===== src/rtl/lsu_pkg.sv =====
// Shared definitions for the load/store controller: funct3 encodings,
// response error codes, FSM state type and the store byte-mask helper.
package lsu_pkg;

    localparam logic [2:0] F3_B  = 3'b000;
    localparam logic [2:0] F3_H  = 3'b001;
    localparam logic [2:0] F3_W  = 3'b010;
    localparam logic [2:0] F3_BU = 3'b100;
    localparam logic [2:0] F3_HU = 3'b101;

    localparam logic [1:0] ERR_OK       = 2'b00;
    localparam logic [1:0] ERR_MISALIGN = 2'b01;
    localparam logic [1:0] ERR_RANGE    = 2'b10;
    localparam logic [1:0] ERR_ILLEGAL  = 2'b11;

    typedef enum logic [1:0] {
        IDLE   = 2'd0,
        ACCESS = 2'd1,
        RESP   = 2'd2
    } lsu_state_t;

    // Byte-enable pattern for a store of the given size (low bytes first).
    function automatic logic [3:0] store_bmask(input logic [2:0] f3);
        logic [3:0] m;
        case (f3)
            F3_B:    m = 4'b0001;
            F3_H:    m = 4'b0011;
            F3_W:    m = 4'b1111;
            default: m = 4'b0000;
        endcase
        return m;
    endfunction

endpackage


===== src/rtl/lsu_load_ext.sv =====
// Combinational load-data extender: selects the loaded width from funct3
// and sign- or zero-extends it to 32 bits.
module lsu_load_ext
    import lsu_pkg::*;
(
    input  logic [2:0]  i_funct3,
    input  logic [31:0] i_rdata,
    output logic [31:0] o_data
);

    // Width select and extension of the raw memory word.
    always_comb begin
        case (i_funct3)
            F3_B:    o_data = {{24{i_rdata[7]}}, i_rdata[7:0]};
            F3_H:    o_data = {{16{i_rdata[15]}}, i_rdata[15:0]};
            F3_BU:   o_data = {24'd0, i_rdata[7:0]};
            F3_HU:   o_data = {16'd0, i_rdata[15:0]};
            default: o_data = i_rdata;
        endcase
    end

endmodule


===== src/rtl/lsu_ctrl.sv =====
// Load/store controller: accepts one request, validates it, performs a
// single-cycle memory access and returns the (extended) result or an
// error code over a valid/ready response channel.
module lsu_ctrl
    import lsu_pkg::*;
#(
    parameter int ADDR_W = 11
) (
    input  logic              i_clk,
    input  logic              i_reset,
    input  logic              i_req_valid,
    output logic              o_req_ready,
    input  logic              i_req_we,
    input  logic [2:0]        i_req_funct3,
    input  logic [31:0]       i_req_addr,
    input  logic [31:0]       i_req_wdata,
    output logic              o_rsp_valid,
    input  logic              i_rsp_ready,
    output logic [31:0]       o_rsp_rdata,
    output logic [1:0]        o_rsp_err,
    output logic [ADDR_W-1:0] o_mem_addr,
    output logic [31:0]       o_mem_wdata,
    output logic [3:0]        o_mem_bmask,
    output logic              o_mem_wren,
    input  logic [31:0]       i_mem_rdata
);

    lsu_state_t        state_q, state_d;
    logic              req_ready_q, req_ready_d;
    logic              rsp_valid_q, rsp_valid_d;
    logic [31:0]       rsp_rdata_q, rsp_rdata_d;
    logic [1:0]        rsp_err_q, rsp_err_d;
    logic [2:0]        funct3_q, funct3_d;
    logic [ADDR_W-1:0] mem_addr_q, mem_addr_d;
    logic [31:0]       mem_wdata_q, mem_wdata_d;
    logic [3:0]        mem_bmask_q, mem_bmask_d;
    logic              mem_wren_q, mem_wren_d;
    logic [31:0]       ext_data;
    logic [1:0]        req_err;

    // Request checks; illegal funct3 wins over misalignment, which wins over range.
    function automatic logic [1:0] check_req(input logic we, input logic [2:0] f3,
                                             input logic [31:0] addr);
        logic illegal, misalign, range_bad;
        illegal   = we ? (f3 != F3_B && f3 != F3_H && f3 != F3_W)
                       : (f3 == 3'b011 || f3 == 3'b110 || f3 == 3'b111);
        misalign  = ((f3[1:0] == 2'b01) && addr[0]) ||
                    ((f3[1:0] == 2'b10) && (addr[1:0] != 2'b00));
        range_bad = ((addr >> ADDR_W) != 32'd0);
        if (illegal)        return ERR_ILLEGAL;
        else if (misalign)  return ERR_MISALIGN;
        else if (range_bad) return ERR_RANGE;
        else                return ERR_OK;
    endfunction

    lsu_load_ext u_load_ext (
        .i_funct3 (funct3_q),
        .i_rdata  (i_mem_rdata),
        .o_data   (ext_data)
    );

    assign req_err = check_req(i_req_we, i_req_funct3, i_req_addr);

    // Next-state and next-output computation for the IDLE/ACCESS/RESP sequence.
    always_comb begin
        state_d     = state_q;
        rsp_valid_d = rsp_valid_q;
        rsp_rdata_d = rsp_rdata_q;
        rsp_err_d   = rsp_err_q;
        funct3_d    = funct3_q;
        mem_addr_d  = mem_addr_q;
        mem_wdata_d = mem_wdata_q;
        mem_bmask_d = mem_bmask_q;
        mem_wren_d  = mem_wren_q;
        case (state_q)
            IDLE: begin
                if (i_req_valid) begin
                    funct3_d    = i_req_funct3;
                    rsp_rdata_d = 32'd0;
                    if (req_err == ERR_OK) begin
                        state_d     = ACCESS;
                        mem_addr_d  = i_req_addr[ADDR_W-1:0];
                        mem_wren_d  = i_req_we;
                        mem_wdata_d = i_req_we ? i_req_wdata : 32'd0;
                        mem_bmask_d = i_req_we ? store_bmask(i_req_funct3) : 4'b0000;
                    end else begin
                        state_d     = RESP;
                        rsp_valid_d = 1'b1;
                        rsp_err_d   = req_err;
                    end
                end
            end
            ACCESS: begin
                state_d     = RESP;
                rsp_valid_d = 1'b1;
                rsp_err_d   = ERR_OK;
                rsp_rdata_d = mem_wren_q ? 32'd0 : ext_data;
                mem_addr_d  = '0;
                mem_wdata_d = 32'd0;
                mem_bmask_d = 4'b0000;
                mem_wren_d  = 1'b0;
            end
            RESP: begin
                if (i_rsp_ready) begin
                    state_d     = IDLE;
                    rsp_valid_d = 1'b0;
                    rsp_rdata_d = 32'd0;
                    rsp_err_d   = ERR_OK;
                end
            end
            default: state_d = IDLE;
        endcase
        req_ready_d = (state_d == IDLE);
    end

    // State and registered outputs; reset aborts any in-flight transaction.
    always_ff @(posedge i_clk or posedge i_reset) begin
        if (i_reset) begin
            state_q     <= IDLE;
            req_ready_q <= 1'b1;
            rsp_valid_q <= 1'b0;
            rsp_rdata_q <= 32'd0;
            rsp_err_q   <= ERR_OK;
            funct3_q    <= 3'b000;
            mem_addr_q  <= '0;
            mem_wdata_q <= 32'd0;
            mem_bmask_q <= 4'b0000;
            mem_wren_q  <= 1'b0;
        end else begin
            state_q     <= state_d;
            req_ready_q <= req_ready_d;
            rsp_valid_q <= rsp_valid_d;
            rsp_rdata_q <= rsp_rdata_d;
            rsp_err_q   <= rsp_err_d;
            funct3_q    <= funct3_d;
            mem_addr_q  <= mem_addr_d;
            mem_wdata_q <= mem_wdata_d;
            mem_bmask_q <= mem_bmask_d;
            mem_wren_q  <= mem_wren_d;
        end
    end

    assign o_req_ready = req_ready_q;
    assign o_rsp_valid = rsp_valid_q;
    assign o_rsp_rdata = rsp_rdata_q;
    assign o_rsp_err   = rsp_err_q;
    assign o_mem_addr  = mem_addr_q;
    assign o_mem_wdata = mem_wdata_q;
    assign o_mem_bmask = mem_bmask_q;
    assign o_mem_wren  = mem_wren_q;

endmodule


===== config.mk =====
export PLATFORM = sky130hd
export DESIGN_NAME = lsu_ctrl
export DESIGN_NICKNAME = d
export VERILOG_FILES = /design/src/rtl/lsu_pkg.sv /design/src/rtl/lsu_load_ext.sv /design/src/rtl/lsu_ctrl.sv
export SDC_FILE = /design/constraint.sdc
export NUM_CORES = 1
export LEC_CHECK = 0
export CELL_PAD_IN_SITES_DETAIL_PLACEMENT = 1
export CELL_PAD_IN_SITES_GLOBAL_PLACEMENT = 1
export CORE_UTILIZATION = 46
export DETAILED_ROUTE_END_ITERATION = 12
export DONT_BUFFER_PORTS = 1
export HOLD_SLACK_MARGIN = 0.1
export PLACE_DENSITY_LB_ADDON = 0.1
export SKIP_LAST_GASP = 1
export SYNTH_ARGS = -nofsm -noshare
export SYNTH_HDL_FRONTEND = slang
export SYNTH_HIERARCHICAL = 1
export SYNTH_SLANG_ARGS = --single-unit

===== constraint.sdc =====
create_clock -name i_clk -period 3.9 [get_ports i_clk]
set_input_delay 0.585 -clock i_clk [delete_from_list [all_inputs] [get_ports i_clk]]
set_output_delay 0.585 -clock i_clk [all_outputs]
set_load 0.05 [all_outputs]

==> impl_metrics.ini <==
[clock_network]
cts_buffers = 9
cts-root-buf = clkbuf_8
htreeDepth = 3
cts_resized = 0
cts_sinks = 88
cts.path.max_buffers = 2
clkTransAtPathRegs_ns = 0.10
hold_buffers = 0
clk_latency_ns = 0.36
post_cts_buffers = 0
cts_tree = done

[power]
power_density_nw_per_um2 = 520
ir_drop_uv = 194
seq_power_share_pct = 52.0
fin_total_pwr_w = 0.00214
internal_power_w = 0.00135
p_switching_w = 0.000790
leakage_nw = 2.09
swShare_pct = 37.0
pwr-share-clk_pct = 28.5
pwr-share-comb_pct = 19.5

[floorplanning]
coreArea_um2 = 8260
dieArea_um2 = 8980
start_util_pct = 47.9
fp.dieH_um = 94.7
top_level_ports = 188
num_rows = 33
die_x_um = 94.7

[grt]
grt_first_pass_wirelength_mm = 14.4
antenna_found_initial = 0
track_usage_pct = 21.0
gr-total-overflow = 0
grt_max_degree = 38
grt_pass1_vias = 2823

[critical_path]
critPathMaxFanout = 37
cp.required_ns = 4.19
cp-end-kind = flip-flop
cp.arrival_ns = 3.32
crit_path_start_kind = flip-flop
crit_type = reg2reg

[detailed_routing]
drtIter0Drc = 58
dr.pass1.iters = 4
routed_wl_mm = 9.47
drc_errors = 0
vias_per_cell = 5.81
vias = 2831
wl_per_cell_um = 19.4
drtAntennaViolNets = 0

[worst_hold_path]
hold_class = in2async

[place]
place_area_um2 = 3910
finalWeightedCongestion = 0.745
hpwl_mm = 6.50
place.port_buffers = 0
place_inst = 471
place_worst_setup_slack_ns = 0.872

[final_layout]
fin_area_um2 = 4110
antenna_cells = 0
final_cells = 487
layout.nets = 485
drive_above_1_share_pct = 9.69
syn2layout_area_growth_pct = 3.89

[sta]
grt_setup_unrepaired = false
setup_viol = 0
relSlewSlack_pct = 36.1
layout_setup_ws_ns = 0.865
fmaxAchievable_ghz = 0.329
skew_ns = 0.0146
setup_tns_ns = 0
drv_slew = 0
timing.final.crit_share_pct = 77.8
hold_viol = 0
tightest_slew_ns = 0.956
fin_crit_ns = 3.04

[logic_synthesis]
netlist_instances = 401
avgSynthCellArea_um2 = 9.87
synth_cell_types = 39
synth_nets = 509
ys_ff_latch = 88
async_flop_share_pct = 100
synth_area_um2 = 3960
synth_ff_type = dfrtp_1
synth_warnings = 6
synth_edf_count = 0
seq_area_frac_synth_pct = 55.7

[outcome]
outcome = completed

[flow_run]
drv_cap = 0
[cell usage after synthesis, types with 2 or more instances]
cell type	count	area share, %
nand2_1	106	10
dfrtp_1	87	55
o21ai_0	36	4.6
a22o_1	34	7.5
nand3_1	32	4.0
clkbuf_1	19	1.8
buf_4	10	1.9
o211ai_1	10	1.9
nor2_1	7	0.66
inv_1	6	0.57
mux2_2	6	1.7
buf_2	5	0.63
buf_6	5	1.4
a21oi_1	4	0.51
ha_1	4	1.3
nor4_1	4	0.63
a21o_1	2	0.38
nand2b_1	2	0.32
nor3_1	2	0.25
[logic make-up (layout without fill, tap and decap cells)]
| family | Yosys count | in the layout | synth area share, % |
|---|---|---|---|
| simple gates | 161 | 161 | 17.6 |
| buf+inv | 46 | 27 | 6.45 |
| compound gates | 95 | 95 | 17.0 |
| mux | 7 | 7 | 2.06 |
| flops | 88 | 88 | 55.7 |
| fa+ha+maj | 4 | 4 | 1.27 |
[state kept, by name (all words and copies together) (netlist names)]
register,flops
o_mem_wdata,32
o_rsp_rdata,32
o_mem_addr,11
funct3_q,3
o_mem_bmask,3
o_rsp_err,2
state_q,2
o_mem_wren,1
o_req_ready,1
o_rsp_valid,1
[power by group through the flow]
stage	clock [W]	combinational [W]	sequential, W
finish	0.000609	0.000417	0.00111
floorplan	0	0.000403	0.00107
global route	0.000680	0.000468	0.00112
CTS	0.000638	0.000424	0.00111
global placement	0	0.000410	0.00113
detailed placement	0	0.000421	0.00113
[layer usage]
metal	up-vias	track usage [%]	wire, um
met4	0	5.30	60
met3	5	8.37	889
met1	1392	27.0	3970
li1	1329	-	-
met5	-	0	0
met2	105	33.0	4540
[metrics by stage]
stage,hold slack [ns],utilization [%]
global route,0.166,49.8
detailed placement,0.526,47.4
finish,0.147,49.8
floorplan,0.481,-
global placement,0.527,47.4
CTS,0.147,49.8
[critical path: stages (launching register included)]
cell      delay (ns)
dfrtp_1         0.42
inv_1           0.10
ha_1            0.37
nand2_1         0.33
or4_1           0.58
a21boi_4        0.87
a22o_1          0.28
[worst paths after layout]
check / slack [ns] / end / start / depth (start not counted)
worst max-delay path: 0.86 / o_mem_wdata[20]$_DFFE_PP0P_ / state_q[0]$_DFF_PP0_ / 6
worst min-delay path: 0.15 / o_mem_wdata[25]$_DFFE_PP0P_ / i_reset / 1
worst max register to register: 0.86 / o_mem_wdata[20]$_DFFE_PP0P_ / state_q[0]$_DFF_PP0_ / 6
worst min register to register: 0.54 / funct3_q[2]$_DFFE_PP0P_ / funct3_q[2]$_DFFE_PP0P_ / 1
max in group asynchronous: 2.92 / o_mem_addr[8]$_DFFE_PP0P_ / i_reset / 2
min in group i_clk: 0.35 / o_mem_wdata[9]$_DFFE_PP0P_ / i_req_wdata[9] / 1
[cell type report]
cell class	instances	area (um^2)
Clock buffer	9	124
Timing Repair Buffer	5	37.5
Multi-Input combinational cell	267	1520
Tap cell	105	131
Sequential cell	88	2200
Clock inverter	7	72.6
Fill cell	907	4150
Inverter	6	23.8
[placed cells by master, fill, tap and decap left out, types with 2 or more instances in the layout]
| cell | count |
|---|---|
| a21o_1 | 2 |
| a21oi_1 | 4 |
| a22o_1 | 34 |
| buf_4 | 5 |
| clkbuf_8 | 9 |
| clkinv_4 | 2 |
| dfrtp_1 | 87 |
| ha_1 | 4 |
| inv_1 | 5 |
| inv_8 | 2 |
| mux2_2 | 6 |
| nand2_1 | 106 |
| nand2b_1 | 2 |
| nand3_1 | 32 |
| nor2_1 | 5 |
| nor2_2 | 2 |
| nor3_1 | 2 |
| nor4_1 | 4 |
| o211ai_1 | 10 |
| o21ai_0 | 36 |
(Power assumes the default switching activity.)
